**config.mk**
```make
export PLATFORM = sky130hd
export DESIGN_NAME = sl_tx_param_flat
export DESIGN_NICKNAME = d
export VERILOG_FILES = /design/src/rtl/sl_pkg.sv /design/src/rtl/sl_tx_param_if.sv /design/src/rtl/sl_tx_timer.sv /design/src/rtl/sl_tx_param.sv /design/src/flat_wrapper.sv
export SDC_FILE = /design/constraint.sdc
export NUM_CORES = 1
export LEC_CHECK = 0
export ABC_AREA = 1
export CAP_MARGIN = 30
export CORE_MARGIN = 5
export CORE_UTILIZATION = 55
export DETAILED_ROUTE_END_ITERATION = 8
export GPL_TIMING_DRIVEN = 1
export HOLD_SLACK_MARGIN = 0.05
export PLACE_DENSITY = 0.9
export SETUP_SLACK_MARGIN = 0.02
export SLEW_MARGIN = 20
export SYNTH_ARGS = -nofsm -noshare
export SYNTH_HDL_FRONTEND = slang
export SYNTH_SLANG_ARGS = --single-unit
export TNS_END_PERCENT = 10
```
**constraint.sdc**
```tcl
create_clock -name clk -period 4.9 [get_ports clk]
set_input_delay 0.98 -clock clk [delete_from_list [all_inputs] [get_ports clk]]
set_output_delay 0.98 -clock clk [all_outputs]
set_load 0.01 [all_outputs]
```
**src/rtl/sl_pkg.sv**
```systemverilog
// sl_pkg: shared definitions for the serial-line transmitter.
//   - FSM state encoding
//   - line encodings, packed as {SL1, SL0}
//   - default timing constants (16 MHz clock)
//   - small helpers for sizing and bit encoding
package sl_pkg;

    localparam int DEF_MAX_BITS  = 32;
    localparam int DEF_PULSE_CYC = 16;
    localparam int DEF_GAP_CYC   = 16;
    localparam int DEF_STOP_CYC  = 32;

    localparam logic [2:0] ST_IDLE  = 3'd0;
    localparam logic [2:0] ST_PULSE = 3'd1;
    localparam logic [2:0] ST_GAP   = 3'd2;
    localparam logic [2:0] ST_STOP  = 3'd3;
    localparam logic [2:0] ST_TAIL  = 3'd4;

    // {SL1, SL0}: a line is pulled low to signal its bit value.
    localparam logic [1:0] LINE_IDLE = 2'b11;
    localparam logic [1:0] LINE_ONE  = 2'b01;
    localparam logic [1:0] LINE_ZERO = 2'b10;
    localparam logic [1:0] LINE_STOP = 2'b00;

    function automatic int max3(input int a, input int b, input int c);
        int m;
        m = (a > b) ? a : b;
        return (m > c) ? m : c;
    endfunction

    function automatic logic [1:0] line_bit(input logic b);
        return b ? LINE_ONE : LINE_ZERO;
    endfunction

endpackage

```
**src/rtl/sl_tx_param_if.sv**
```systemverilog
// sl_tx_param_if: word-offer handshake into the transmitter.
//   in_data    word to send, LSB first
//   in_len     data-bit count (0 or >MAX_BITS means MAX_BITS)
//   in_par_en  append a parity bit
//   in_par_odd 1 = odd parity, 0 = even
//   in_valid   word offered
//   in_ready   transmitter idle and able to take a word
interface sl_tx_param_if
    import sl_pkg::*;
#(
    parameter int MAX_BITS = DEF_MAX_BITS
);
    localparam int LW = $clog2(MAX_BITS + 1);

    logic [MAX_BITS-1:0] in_data;
    logic [LW-1:0]       in_len;
    logic                in_par_en;
    logic                in_par_odd;
    logic                in_valid;
    logic                in_ready;

    modport master (
        output in_data, in_len, in_par_en, in_par_odd, in_valid,
        input  in_ready
    );

    modport slave (
        input  in_data, in_len, in_par_en, in_par_odd, in_valid,
        output in_ready
    );
endinterface

```
**src/rtl/sl_tx_timer.sv**
```systemverilog
// sl_tx_timer: loadable down-counter used to time every line phase.
//   clk, rst_n  clock, async active-low reset
//   load        load load_val this cycle (wins over counting)
//   load_val    cycles-1 of the phase being entered
//   expired     counter is at zero (last cycle of the current phase)
module sl_tx_timer #(
    parameter int W = 5
) (
    input  logic         clk,
    input  logic         rst_n,
    input  logic         load,
    input  logic [W-1:0] load_val,
    output logic         expired
);
    logic [W-1:0] cnt;

    always_ff @(posedge clk or negedge rst_n) begin
        if (!rst_n)            cnt <= '0;
        else if (load)         cnt <= load_val;
        else if (cnt != '0)    cnt <= cnt - W'(1);
    end

    assign expired = (cnt == '0);
endmodule

```
**src/rtl/sl_tx_param.sv**
```systemverilog
// sl_tx_param: two-wire serial-line word transmitter.
// Each bit is a low pulse on SL0 (bit 0) or SL1 (bit 1) followed by an idle
// gap; the word ends with both lines low (stop) and an idle tail.
//   clk, rst_n  clock, async active-low reset
//   bus         word handshake (slave side)
//   SL0, SL1    registered line outputs
//   busy        word in transmission (registered)
//   done        one-cycle pulse as the block returns to idle (registered)
module sl_tx_param
    import sl_pkg::*;
#(
    parameter int MAX_BITS  = DEF_MAX_BITS,
    parameter int PULSE_CYC = DEF_PULSE_CYC,
    parameter int GAP_CYC   = DEF_GAP_CYC,
    parameter int STOP_CYC  = DEF_STOP_CYC
) (
    input  logic          clk,
    input  logic          rst_n,
    sl_tx_param_if.slave  bus,
    output logic          SL0,
    output logic          SL1,
    output logic          busy,
    output logic          done
);
    localparam int LW = $clog2(MAX_BITS + 1);
    localparam int CW = $clog2(MAX_BITS + 2);
    localparam int TW = $clog2(max3(PULSE_CYC, GAP_CYC, STOP_CYC) + 1);

    localparam logic [TW-1:0] T_PULSE = TW'(PULSE_CYC - 1);
    localparam logic [TW-1:0] T_GAP   = TW'(GAP_CYC - 1);
    localparam logic [TW-1:0] T_STOP  = TW'(STOP_CYC - 1);

    logic [2:0]          state;
    logic [1:0]          line_q;
    logic [MAX_BITS-1:0] data_q;
    logic [LW-1:0]       len_q;
    logic [CW-1:0]       nbits_q;
    logic [CW-1:0]       idx_q;
    logic                par_acc;

    logic                accept;
    logic [LW-1:0]       len_eff;
    logic [CW-1:0]       idx_nxt;
    logic                more_bits;
    logic                nxt_is_data;
    logic [MAX_BITS-1:0] data_sh;
    logic                nxt_data_bit;
    logic                tmr_load;
    logic [TW-1:0]       tmr_val;
    logic                tmr_exp;

    // Gated by rst_n so the handshake is closed while reset is held.
    assign bus.in_ready = rst_n && (state == ST_IDLE);
    assign accept       = bus.in_valid && bus.in_ready;

    always_comb begin
        len_eff = bus.in_len;
        if (bus.in_len == '0 || bus.in_len > LW'(MAX_BITS))
            len_eff = LW'(MAX_BITS);
    end

    assign idx_nxt      = idx_q + CW'(1);
    assign more_bits    = idx_nxt < nbits_q;
    assign nxt_is_data  = idx_nxt < CW'(len_q);
    assign data_sh      = data_q >> idx_nxt;
    assign nxt_data_bit = data_sh[0];

    // Timer reload on every phase entry; value is the new phase length - 1.
    always_comb begin
        tmr_load = 1'b0;
        tmr_val  = '0;
        case (state)
            ST_IDLE:  if (accept)  begin tmr_load = 1'b1; tmr_val = T_PULSE; end
            ST_PULSE: if (tmr_exp) begin tmr_load = 1'b1; tmr_val = T_GAP;   end
            ST_GAP:   if (tmr_exp) begin
                          tmr_load = 1'b1;
                          tmr_val  = more_bits ? T_PULSE : T_STOP;
                      end
            ST_STOP:  if (tmr_exp) begin tmr_load = 1'b1; tmr_val = T_GAP;   end
            default: ;
        endcase
    end

    sl_tx_timer #(.W(TW)) u_timer (
        .clk      (clk),
        .rst_n    (rst_n),
        .load     (tmr_load),
        .load_val (tmr_val),
        .expired  (tmr_exp)
    );

    always_ff @(posedge clk or negedge rst_n) begin
        if (!rst_n) begin
            state   <= ST_IDLE;
            line_q  <= LINE_IDLE;
            busy    <= 1'b0;
            done    <= 1'b0;
            data_q  <= '0;
            len_q   <= '0;
            nbits_q <= '0;
            idx_q   <= '0;
            par_acc <= 1'b0;
        end else begin
            done <= 1'b0;
            case (state)
                ST_IDLE: if (accept) begin
                    data_q  <= bus.in_data;
                    len_q   <= len_eff;
                    nbits_q <= CW'(len_eff) + CW'(bus.in_par_en);
                    idx_q   <= '0;
                    // Odd parity is folded in up front; bit 0 is always data.
                    par_acc <= bus.in_par_odd ^ bus.in_data[0];
                    line_q  <= line_bit(bus.in_data[0]);
                    busy    <= 1'b1;
                    state   <= ST_PULSE;
                end
                ST_PULSE: if (tmr_exp) begin
                    line_q <= LINE_IDLE;
                    state  <= ST_GAP;
                end
                ST_GAP: if (tmr_exp) begin
                    if (more_bits) begin
                        idx_q <= idx_nxt;
                        state <= ST_PULSE;
                        if (nxt_is_data) begin
                            line_q  <= line_bit(nxt_data_bit);
                            par_acc <= par_acc ^ nxt_data_bit;
                        end else begin
                            line_q  <= line_bit(par_acc);
                        end
                    end else begin
                        line_q <= LINE_STOP;
                        state  <= ST_STOP;
                    end
                end
                ST_STOP: if (tmr_exp) begin
                    line_q <= LINE_IDLE;
                    state  <= ST_TAIL;
                end
                ST_TAIL: if (tmr_exp) begin
                    busy  <= 1'b0;
                    done  <= 1'b1;
                    state <= ST_IDLE;
                end
                default: begin
                    line_q <= LINE_IDLE;
                    busy   <= 1'b0;
                    state  <= ST_IDLE;
                end
            endcase
        end
    end

    assign SL0 = line_q[0];
    assign SL1 = line_q[1];
endmodule

```
**src/flat_wrapper.sv**
```systemverilog
// flat-port wrapper written by rule: the top's interface ports become plain ports
module sl_tx_param_flat import sl_pkg::*;
#(
    parameter int MAX_BITS  = DEF_MAX_BITS,
    parameter int PULSE_CYC = DEF_PULSE_CYC,
    parameter int GAP_CYC   = DEF_GAP_CYC,
    parameter int STOP_CYC  = DEF_STOP_CYC
)
  (clk, rst_n, SL0, SL1, busy, done, bus_in_data, bus_in_len, bus_in_par_en, bus_in_par_odd, bus_in_valid, bus_in_ready);
  sl_tx_param_if #(.MAX_BITS(MAX_BITS)) bus_i ();
  input  logic clk;
  input  logic rst_n;
  output logic SL0;
  output logic SL1;
  output logic busy;
  output logic done;
  input wire logic [$bits(bus_i.in_data)-1:0] bus_in_data;
  input wire logic [$bits(bus_i.in_len)-1:0] bus_in_len;
  input wire logic [$bits(bus_i.in_par_en)-1:0] bus_in_par_en;
  input wire logic [$bits(bus_i.in_par_odd)-1:0] bus_in_par_odd;
  input wire logic [$bits(bus_i.in_valid)-1:0] bus_in_valid;
  output wire logic [$bits(bus_i.in_ready)-1:0] bus_in_ready;
  assign bus_i.in_data = bus_in_data;
  assign bus_i.in_len = bus_in_len;
  assign bus_i.in_par_en = bus_in_par_en;
  assign bus_i.in_par_odd = bus_in_par_odd;
  assign bus_i.in_valid = bus_in_valid;
  assign bus_in_ready = bus_i.in_ready;
  sl_tx_param #(.MAX_BITS(MAX_BITS), .PULSE_CYC(PULSE_CYC), .GAP_CYC(GAP_CYC), .STOP_CYC(STOP_CYC)) u_core (.clk(clk), .rst_n(rst_n), .bus(bus_i), .SL0(SL0), .SL1(SL1), .busy(busy), .done(done));
endmodule
```
==> results.txt, run 1 <==
Power Density = 559 nW/µm²
core area = 6280 µm²
Yosys top cell area share = 44.4%
htree depth = 3
Post-Place Worst Slack = 1.85 ns
cts bufs inserted = 9
minimum clock period = 3.16 ns
global-route wire length before repair = 13200 µm
final count of negative-setup-slack endpoints = 0
Post-CTS Setup Inserts = 0
Distinct cells, synth = 34
initial antenna violation count = 0
Yosys top cell by area = dfrtp_1
# DRC = 0
area grow syn2layout = 19.3%
CTS sink cnt = 64
final net count = 549
Critical Path Slowest Stage Cell = dfrtp_1
placed cells = 556
Worst Path Max Fanout = 30
PnR worst setup slack = 1.74 ns
slew at the pin closest to its max-slew limit = 0.871 ns
Tcrit/Tclk final = 64.4%
clock skew = 0.00498 ns
P_leak = 2.02 nW
CTS Buffer Depth = 2
Hold/Removal Path Class = register to register
GPL Wtd Cong = 0.903
antenna cell count = 0
final wirelength = 7730 µm
Worst EP arrival = 3.39 ns
status = completed
Clk pin slew, worst setup/hold paths = 0.07 ns
Slew Limit Fails = 0
# rows = 29
utilization after layout = 66.5%
ANT nets after route = 0
TritonCTS clock tree = built
worst skew pair latency = 0.34 ns
DRT iter0 DRCs = 261
Final Hold Viols = 0
Port Buf Inserts = 47
pin count of the biggest net entering global routing = 75
kind of critical path = register to register
routed via count = 3085
Hold-fix buffers, CTS = 0
residual overflow from global routing = 0
vias in the first global route = 2968
Max-Cap Viols = 0
Synth Area per Inst = 7.87 µm²
die footprint = 8050 µm²
worst vdd ir = 0.000279 V
commonest non-fill, non-tap cell in the layout = nand2_1
layout cells sized above 1 = 8.69%
Filler cells = 490
cell chain of the critical path = nand3_1, nand3b_1, xor2_1, inv_1, ha_1, a21oi_1, o221ai_1, nand2_1, nand2_2, o21ai_1, nand2_1
Initial Utilization = 55.7%
worst path required time = 5.13 ns
ranking of synthesized cells by area = dfrtp_1 44%, nand2_1 14%, o21ai_0 5.7%, inv_1 5.6%, ha_1 5.4%
CTS Root Cell = clkbuf_8
Startpoint Class = register
Setup TNS Final = 0 ns
Power, Total = 2.33 mW
CP max stage delay = 0.91 ns
die height = 89.7 µm
Peak Freq = 0.317 GHz
Top delay family on crit path = flip-flops
all-layer global routing usage = 19.6%
PostCTS Resize Cnt = 0
most frequent CP cell = nand2_1
IO Pins = 48
non-filler cells in the finished layout = 572
Vias per Instance = 5.39
crit end category = register
RSZ-0062 raised after global routing = false
mapped cell area = 3500 µm²
post-synth net total = 502
DR pass1 iterations = 5
Yosys reg bits = 64
DR WL/cell = 13.5 µm
Die W = 89.7 µm
Syn. warnings = 0
Cells after Synth = 444
post-synthesis sequential area ratio = 45.9%
CP bufs+invs = 1
commonest cells after routing, fill and taps aside = 126 x nand2_1, 62 x dfrtp_1, 52 x inv_1
HPWL Detailed = 5630 µm
max_slew headroom = 41.9%
area by class of cell:
class	instances	area [µm²]	area share, %
clock buffers	11	131	3.15
clock inverters	4	22.5	0.540
inverters	64	240	5.76
flip-flops and latches	64	1600	38.5
well taps	77	96.3	2.31
multi-input cells	303	1580	38.0
repair buffers	49	493	11.8
synthesized netlist by cell type:
master,instances
a21oi_1,13
xor2_2,1
o211ai_4,1
nand2_4,2
nand3_1,35
buf_2,9
inv_2,12
and3_1,1
nor2_1,27
inv_1,52
nor2_2,2
nand2_1,126
o21ai_1,7
a211oi_1,3
nor2_4,3
a21o_1,1
o221ai_1,2
o31ai_1,1
clkbuf_1,2
nand3_2,1
xnor2_1,1
xor2_1,5
nand3b_1,1
dfrtp_1,62
dfstp_2,2
nand2_2,2
buf_4,2
o21ai_0,40
nor3b_1,1
ha_1,15
a31oi_1,1
nand4_1,4
o211ai_1,6
o31ai_2,1
final timing paths:
kind	from	slack [ns]	endpoint	cells past startpoint
worst max-delay path	u_core.idx_q[0]	1.74	u_core.par_acc	11
worst min-delay path	u_core.busy	0.49	u_core.busy	2
worst max register to register	u_core.idx_q[0]	1.74	u_core.par_acc	11
worst min register to register	u_core.busy	0.49	u_core.busy	2
max in group asynchronous	rst_n	3.52	u_core.u_timer.cnt[0]	2
min in group asynchronous	rst_n	0.86	u_core.data_q[23]	2
kinds of logic (layout without fill, tap and decap cells):
group           after synthesis  in the layout  synth area share (%)
simple gates                205            205                  25.4
buf+inv                      77            128                  8.80
compound gates               76             76                  12.6
flops                        64             64                  45.9
fa+ha+maj                    15             15                  5.37
xor+xnor                      7              7                  1.97
state kept, by name (all words and copies together) (netlist names):
name and flops:
u_core.nbits_q 6, u_core.line_q 2, u_core.idx_q 6, u_core.state 3, u_core.done 1, u_core.par_acc 1, u_core.len_q 6, u_core.busy 1
u_core.u_timer.cnt 6, u_core.data_q 32
worst min-delay path, cell delays in order (launching register included):
cell and delay, ns:
dfrtp_1 0.35, nand2_1 0.06, nand2_1 0.05
layer usage:
layer  share of wire, %  up-vias  GRT usage (%)
met5                  0        -              0
met2                 49      107           31.7
met3                6.2       25           6.01
met1                 42     1436           24.5
met4                2.7        0           7.68
li1                   -     1517              -
power by group:
group	switching [mW]	internal (mW)	leakage [nW]
logic	0.657	0.405	1.15
clock network	0.195	0.178	0.0789
registers	0.140	0.757	0.799
per-stage QoR:
stage	hold slack (ns)	cell area [µm²]
floorplan	0.449	3500
global placement	0.457	4000
detailed placement	0.473	4000
CTS	0.490	4150
global route	0.522	4170
finish	0.491	4170
No activity file was read; power rests on OpenSTA's default activity.
==> inputs of run 2 (changes only) <==
CORE_UTILIZATION = 50   (was 55)
PLACE_DENSITY = 0.87   (was 0.9)
clock period = 2.6 ns   (was 4.9 ns; I/O delays follow)
==> results.txt, run 2 (synthesis gave the netlist of run 1 again) <==
all-layer global routing usage = 19.6% (+0.035 points)
Worst EP arrival = 2.63 ns (-0.76 ns)
max FFs per register = 32 (unchanged)
initial antenna violation count = 0 (unchanged)
# rows = 30 (+3.4%)
die footprint = 8760 µm² (+8.9%)
Power Density = 1060 nW/µm² (+90%)
Setup TNS Final = 0 ns (unchanged)
DRT iter0 DRCs = 156 (-40%)
Initial Utilization = 51.5% (-4.2 points)
DR pass1 iterations = 4 (-1)
worst skew pair latency = 0.34 ns (about the same)
# DRC = 0 (unchanged)
final net count = 552 (+0.55%)
Die W = 93.6 µm (+4.3%)
Final Hold Viols = 0 (unchanged)
global-route wire length before repair = 13600 µm (+3.7%)
core area = 6790 µm² (+8.2%)
crit end category = register
Sequential Area = 1610 µm² (about the same)
RSZ-0062 raised after global routing = false
Startpoint Class = register
status = completed
TritonCTS clock tree = built
minimum clock period = 2.40 ns (-0.760 ns)
die height = 93.6 µm (+4.3%)
routed via count = 3006 (-2.6%)
Setup crit start = u_core.idx_q[0]
IO Pins = 48 (unchanged)
ANT nets after route = 0 (unchanged)
CTS Root Cell = clkbuf_8
Max-Cap Viols = 0 (unchanged)
P_leak = 2.05 nW (+1.1%)
multi-input logic area = 1590 µm² (+0.32%)
Peak Freq = 0.417 GHz (+32%)
Port Buf Inserts = 47 (unchanged)
area grow syn2layout = 21.4%
Hold-fix buffers, CTS = 0 (unchanged)
Tcrit/Tclk final = 92.2% (+28 points)
htree depth = 3 (unchanged)
worst vdd ir = 0.000455 V (+63%)
slew at the pin closest to its max-slew limit = 0.805 ns (-0.0663 ns)
non-filler cells in the finished layout = 593 (+3.7%)
vias in the first global route = 2960 (-0.27%)
CTS Buffer Depth = 2 (unchanged)
commonest cells after routing, fill and taps aside = 126 x nand2_1, 61 x dfrtp_1, 52 x inv_1
max_slew headroom = 46.3% (+4.4 points)
Hold/Removal Path Class = input pin to asynchronous set/reset pin
commonest non-fill, non-tap cell in the layout = nand2_1
DR WL/cell = 13.5 µm (about the same)
largest reg by FF count = u_core.data_q
worst path required time = 2.83 ns (-2.30 ns)
Clk pin slew, worst setup/hold paths = 0.07 ns (about the same)
Filler cells = 573 (+17%)
GPL Wtd Cong = 0.855 (-5.3%)
reg2reg start = u_core.idx_q[0]
residual overflow from global routing = 0 (unchanged)
Worst Path Max Fanout = 9 (-70%)
Post-CTS Setup Inserts = 0 (unchanged)
Slew Limit Fails = 0 (unchanged)
HPWL Detailed = 5780 µm (+2.7%)
CTS sink cnt = 64 (unchanged)
placed cells = 579 (+4.1%)
pin count of the biggest net entering global routing = 65 (-13%)
antenna cell count = 0 (unchanged)
final count of negative-setup-slack endpoints = 0 (unchanged)
layout cells sized above 1 = 9.46% (+0.77 points)
cts bufs inserted = 9 (unchanged)
clock skew = 0.00911 ns (+0.00413 ns)
final wirelength = 8020 µm (+3.7%)
Vias per Instance = 5.07 (-6.0%)
kind of critical path = register to register
[run 2: final timing paths]
check / to / slack (ns) / depth (start not counted)
worst max-delay path: u_core.par_acc / 0.20 / 12
worst min-delay path: u_core.data_q[15] / 0.42 / 2
worst max register to register: u_core.par_acc / 0.20 / 12
worst min register to register: u_core.len_q[0] / 0.49 / 2
max in group asynchronous: u_core.idx_q[2] / 1.60 / 2
min in group clk: u_core.len_q[0] / 0.49 / 2
[run 2: through the flow]
stage | power, mW | instance area (µm²) | worst slack (ns) | util [%] | hold WS (ns)
global route | 4.90 | 4250 | 0.0213 | 62.5 | 0.493
detailed placement | 3.69 | 4060 | 0.119 | 59.8 | 0.469
finish | 4.51 | 4250 | 0.203 | 62.5 | 0.416
CTS | 4.51 | 4240 | 0.220 | 62.4 | 0.453
global placement | 3.58 | 4060 | 0.275 | 59.8 | 0.458
floorplan | 3.13 | 3500 | 0.395 | - | 0.224
[run 2: final cells by class]
cell class	count	area share, %
flip-flops and latches	64	37.8
multi-input cells	303	37.4
repair buffers	52	12.1
inverters	64	5.66
clock buffers	10	3.01
well taps	96	2.83
clock inverters	4	1.12
[run 2: what timing repair did]
| action | CTS | global route |
|---|---|---|
| hold endpoints to repair | 0 | 0 |
| resized for setup | 0 | 2 |
| setup endpoints to repair | 0 | 5 |
[run 2: where the power goes]
part,switching (mW),internal (mW)
Sequential,0.199,1.43
Combinational,1.30,0.783
Clock,0.372,0.429
[run 2: metal layers]
layer	vias up	GRT usage, %	share of wire (%)
li1	1518	-	-
met1	1386	25.1	44
met2	78	32.3	49
met3	24	4.18	4.2
met4	0	8.18	2.4
met5	-	0	0
[run 2: critical path, cell delays in order, from the launching register on]
cell	delay, ns
dfrtp_1	0.41
ha_1	0.28
nand3_1	0.11
xor2_1	0.22
inv_1	0.11
ha_1	0.31
nand4_1	0.11
o221ai_1	0.24
nand2_1	0.18
nand2_4	0.16
nor2_1	0.05
nand2_1	0.06
nand2_1	0.04
==> inputs of run 3 (changes only) <==
CORE_ASPECT_RATIO = 1.1   (was unset)
SKIP_LAST_GASP = 1   (was unset)
==> results.txt, run 3 (synthesis gave the netlist of run 1 again) <==
clock skew = 0.00967 ns (+0.000561 ns)
HPWL Detailed = 5650 µm (-2.3%)
GPL Wtd Cong = 0.922 (+7.8%)
Post-CTS Setup Inserts = 0 (unchanged)
Sequential Area = 1610 µm² (unchanged)
Vias per Instance = 5.24 (+3.4%)
RSZ-0062 raised after global routing = false
Startpoint Class = register
P_leak = 2.04 nW (-0.26%)
CP bufs+invs = 1 (unchanged)
residual overflow from global routing = 0 (unchanged)
htree depth = 3 (unchanged)
Port Buf Inserts = 47 (unchanged)
clock group share of total power = 16.5% (-1.3 points)
R2R Path End = u_core.par_acc
worst path required time = 2.84 ns (about the same)
Net Sw Frac = 41.7% (+0.22 points)
commonest non-fill, non-tap cell in the layout = nand2_1
reg2reg start = u_core.idx_q[0]
Hold-fix buffers, CTS = 0 (unchanged)
Clk pin slew, worst setup/hold paths = 0.07 ns (about the same)
pin count of the biggest net entering global routing = 65 (unchanged)
global-route wire length before repair = 13400 µm (-1.8%)
most frequent CP cell = nand2_1
CTS sink cnt = 64 (unchanged)
Peak Freq = 0.421 GHz (+0.88%)
IO Pins = 48 (unchanged)
largest reg by FF count = u_core.data_q
DR WL/cell = 13.4 µm (-0.95%)
Die W = 89.7 µm (-4.2%)
Top delay family on crit path = simple AND/OR/NAND/NOR gates
Filler cells = 585 (+2.1%)
antenna cell count = 0 (unchanged)
DR pass1 iterations = 4 (unchanged)
kind of critical path = register to register
Max-Cap Viols = 0 (unchanged)
final wirelength = 7830 µm (-2.5%)
Post-DP Area = 4050 µm² (-0.34%)
max FFs per register = 32 (unchanged)
CP max stage delay = 0.40 ns (about the same)
initial antenna violation count = 0 (unchanged)
Initial Utilization = 50.5% (-0.99 points)
# DRC = 0 (unchanged)
crit end category = register
Flop pwr share = 36.6% (+0.5 points)
Tcrit/Tclk final = 91.4% (-0.80 points)
Power Density = 1050 nW/µm² (-1.3%)
final net count = 552 (unchanged)
Worst Path Max Fanout = 9 (unchanged)
Worst EP arrival = 2.61 ns (-0.02 ns)
multi-input logic area = 1600 µm² (+0.95%)
Critical Path Slowest Stage Cell = dfrtp_1
Final Hold Viols = 0 (unchanged)
minimum clock period = 2.38 ns (-0.0208 ns)
Hold/Removal Path Class = input pin to asynchronous set/reset pin
worst vdd ir = 0.000485 V (+6.4%)
TritonCTS clock tree = built
cts bufs inserted = 9 (unchanged)
final count of negative-setup-slack endpoints = 0 (unchanged)
core area = 6930 µm² (+2.0%)
FF-to-FF path depth = 12 (unchanged)
worst skew pair latency = 0.34 ns (about the same)
ANT nets after route = 0 (unchanged)
layout cells sized above 1 = 9.82% (+0.36 points)
status = completed
cell chain of the critical path = ha_2, nand3_1, xor2_2, inv_1, ha_1, nand4_1, o221ai_1, nand2_2, nand2_4, nor2_1, nand2_1, nand2_1
Net Sw Power = 1.85 mW (-1.1%)
Setup crit start = u_core.idx_q[0]
CTS Buffer Depth = 2 (unchanged)
max_slew headroom = 46.7% (+0.39 points)
slew at the pin closest to its max-slew limit = 0.799 ns (-0.00581 ns)
CTS Root Cell = clkbuf_8
Int Pwr = 2.59 mW (-2.0%)
DRT iter0 DRCs = 175 (+12%)
Slew Limit Fails = 0 (unchanged)
# rows = 32 (+6.7%)
area grow syn2layout = 21.1%
die height = 97.7 µm (+4.4%)
internal reg-to-reg setup slack = 0.22 ns (+0.02 ns)
final instance area = 4230 µm² (-0.29%)
die footprint = 8770 µm² (about the same)
commonest cells after routing, fill and taps aside = 125 x nand2_1, 61 x dfrtp_1, 52 x inv_1
Comb power frac = 46.9% (+0.7 points)
Setup TNS Final = 0 ns (unchanged)
routed via count = 3062 (+1.9%)
Power, Total = 4.44 mW (-1.6%)
vias in the first global route = 2990 (+1.0%)
all-layer global routing usage = 18.7% (-0.96 points)
run 3: cell count changes in the layout (fill, tap and decap cells not counted), sizes merged:
cell and delta:
clkbuf +5, clkinv -1, clkinvlp -1, bufinv -1
run 3: routing by layer:
| layer | track usage [%] | vias up | routed length, µm |
|---|---|---|---|
| met5 | 0 | - | 0 |
| met4 | 9.77 | 0 | 170 |
| met3 | 4.42 | 14 | 383 |
| met2 | 30.6 | 84 | 3870 |
| met1 | 22.8 | 1436 | 3400 |
| li1 | - | 1528 | - |
run 3: how the worst max path moves through the flow:
stage,endpoint,depth (start not counted)
after floorplan,u_core.par_acc,12
after detailed placement,u_core.nbits_q[4],10
after global routing,u_core.par_acc,12
after global placement,u_core.nbits_q[4],10
final,u_core.par_acc,12
after CTS,u_core.par_acc,12
run 3: layout make-up:
class	instances	share of cell area, %
Clock buffer	15	3.69
Clock inverter	1	0.118
Inverter	64	5.68
Multi-Input combinational cell	303	37.9
Sequential cell	64	37.9
Tap cell	85	2.51
Timing Repair Buffer	52	12.2
run 3: per-stage QoR:
| stage | hold slack [ns] | util, % | std cells | setup slack [ns] |
|---|---|---|---|---|
| final | 0.402 | 61.1 | 584 | 0.224 |
| after floorplan | 0.224 | - | 444 | 0.395 |
| after global routing | 0.465 | 61.1 | 584 | 0.0319 |
| after global placement | 0.463 | 58.5 | 568 | 0.268 |
| after detailed placement | 0.462 | 58.5 | 568 | 0.136 |
| after CTS | 0.431 | 60.8 | 584 | 0.0835 |
run 3: power groups by stage:
stage	registers (mW)	clock network, mW	logic, mW
floorplan	1.60	0	1.53
global placement	1.62	0	1.96
detailed placement	1.64	0	2.04
CTS	1.62	0.754	2.06
global route	1.67	0.803	2.39
finish	1.62	0.733	2.08
run 3: timing repair:
action / 4_1_cts / 5_1_grt
endpoints found under the setup margin: 0 / 11
resized for setup: 0 / 6
hold endpoints to repair: 0 / 0
==> RTL edit (settings of run 1) <==
Set the package constant `DEF_GAP_CYC` to 32 (it was 16).
--- a/src/rtl/sl_pkg.sv
+++ b/src/rtl/sl_pkg.sv
@@ -7,7 +7,7 @@
 
     localparam int DEF_MAX_BITS  = 32;
     localparam int DEF_PULSE_CYC = 16;
-    localparam int DEF_GAP_CYC   = 16;
+    localparam int DEF_GAP_CYC   = 32;
     localparam int DEF_STOP_CYC  = 32;
 
     localparam logic [2:0] ST_IDLE  = 3'd0;
Behaviour: same outputs for any inputs over 10 cycles, from zero or initial values and one cycle with rst_n low; that may be too few to reach the edited logic, so the function may still have changed.
==> RTL edit against run 1 <==
Sequential power decreased by 0.4%. Area after synthesis increased by 0.68%. Utilization grew 1.0 points. Wire length rose by 3.6%. Design area rose by 1.6%. Synthesized cell count rose by 1.6%. Sequential cell count did not move. Worst setup slack got worse by 79 ps. Power about the same. Critical path type unchanged. Critical endpoint is now u_core.idx_q[0]$_DFFE_PN0P_. Largest cell class unchanged. Largest power group unchanged.
==> RTL edit: results (changes against run 1) <==
| Metric | Value |
|---|---|
| Status | completed |
| Vias in the first global route | 3065 (+3.3%) |
| Lkg Pwr | 0.002055 µW (+1.5%) |
| Top post-synthesis cells by area | dfrtp_1, nand2_1, inv_1, o21ai_0, ha_1 |
| DR pass1 iterations | 4 (-1) |
| Drt total wl | 8.015 mm (+3.6%) |
| Crit path DAT | 3500 ps (+110 ps) |
| Sequential area share after synthesis | 45.57% (-0.31 points) |
| Maximum VDD drop | 0.2877 mV (+3.0%) |
| Via density per instance | 5.309 (-1.6%) |
| Largest net degree at the start of global routing | 65 (-13%) |
| Routability cong. | 0.8679 (-3.9%) |
| Clock transition at path regs | 70 ps (about the same) |
| Worst-Skew Late Latency | 350 ps |
| Unique masters post-synth | 35 (+2.9%) |
| Async SR Flop Fraction | 100.0% (unchanged) |
| Crit path to | u_core.idx_q[0]$_DFFE_PN0P_ |
| R2R Setup Slk | 1660 ps (-80 ps) |
| Worst Path Max Fanout | 29 (-3.3%) |
| Fraction of layout cells with a size suffix above 1 | 7.753% (-0.93 points) |
| Clock tree buffer depth | 2 (unchanged) |
| Starting DRC count in detailed routing | 156 (-40%) |
| Reg2reg start | u_core.idx_q[0]$_DFFE_PN0P_ |
| Post-Syn Nets | 509 (+1.4%) |
| Hpwl dp | 5.751 mm (+2.1%) |
| Htree depth | 3 (unchanged) |
| GRT Util Overall | 20.55% (+0.94 points) |
| R2r endpoint | u_core.idx_q[0]$_DFFE_PN0P_ |
| Worst-margin pin slew | 852.2 ps (-18.99 ps) |
| NumNets Final | 556 (+1.3%) |
| Max Clock Skew | 3.543 ps (-1.434 ps) |
| Post-synth top cells | nand2_1, dfrtp_1, inv_1 |
## RTL edit: worst min path at each step
stage / startpoint / endpoint / slack (ps) / cells past startpoint
2_1_floorplan: u_core.nbits_q[0]$_DFFE_PN0P_ / u_core.nbits_q[0]$_DFFE_PN0P_ / 450 / 2
3_5_place_dp: u_core.data_q[11]$_DFFE_PN0P_ / u_core.data_q[11]$_DFFE_PN0P_ / 470 / 2
3_3_place_gp: u_core.data_q[11]$_DFFE_PN0P_ / u_core.data_q[11]$_DFFE_PN0P_ / 470 / 2
6_report: u_core.len_q[5]$_DFFE_PN0P_ / u_core.len_q[5]$_DFFE_PN0P_ / 490 / 2
5_1_grt: u_core.data_q[31]$_DFFE_PN0P_ / u_core.data_q[31]$_DFFE_PN0P_ / 520 / 2
4_1_cts: u_core.data_q[11]$_DFFE_PN0P_ / u_core.data_q[11]$_DFFE_PN0P_ / 490 / 2
## RTL edit: power breakdown
part / switching [µW] / internal, µW / total (µW)
combinational: 586 / 365 / 951
sequential: 134 / 759 / 893
clock: 197 / 290 / 487
## RTL edit: layout make-up
| class | instances | area [µm²] |
|---|---|---|
| Inverter | 65 | 244.0 |
| Fill cell | 502 | 2041 |
| Multi-Input combinational cell | 309 | 1594 |
| Timing Repair Buffer | 49 | 480.5 |
| Clock inverter | 2 | 35.03 |
| Tap cell | 77 | 96.34 |
| Sequential cell | 64 | 1604 |
| Clock buffer | 14 | 182.7 |
## RTL edit: kinds of logic after synthesis
logic type	count (synthesis)	synth area share, %
buf+inv	78	9.136
flops	64	45.57
compound gates	68	10.27
fa+ha+maj	15	5.332
xor+xnor	10	2.489
simple gates	216	27.20
## RTL edit: per-stage QoR
step,worst slack (ps),std cells,hold WS (ps),cell area (µm²)
after floorplan,2650,451,449.2,3520
after global placement,1733,564,465.3,4019
after detailed placement,1713,564,472.3,4019
after CTS,1720,580,488.7,4237
after global routing,1415,580,520.4,4237
final,1664,580,487.6,4237
## RTL edit: routing by layer
layer | vias to the layer above | GRT usage, % | wire length [µm]
met5 | - | 0 | 0
met4 | 0 | 10.42 | 236
met3 | 24 | 4.758 | 377
met2 | 85 | 34.21 | 4004
met1 | 1443 | 24.84 | 3396
li1 | 1527 | - | -
## RTL edit: worst max-delay path, delay by kind of cell (launching register included)
family / cells / cell delay [ps]
AOI/OAI and AO/OA: 2 / 430
and+or+nand+nor: 6 / 1030
adders and majority gates: 1 / 350
buffers and inverters: 1 / 120
xor gates and xnor gates: 1 / 340
DFF: 1 / 900
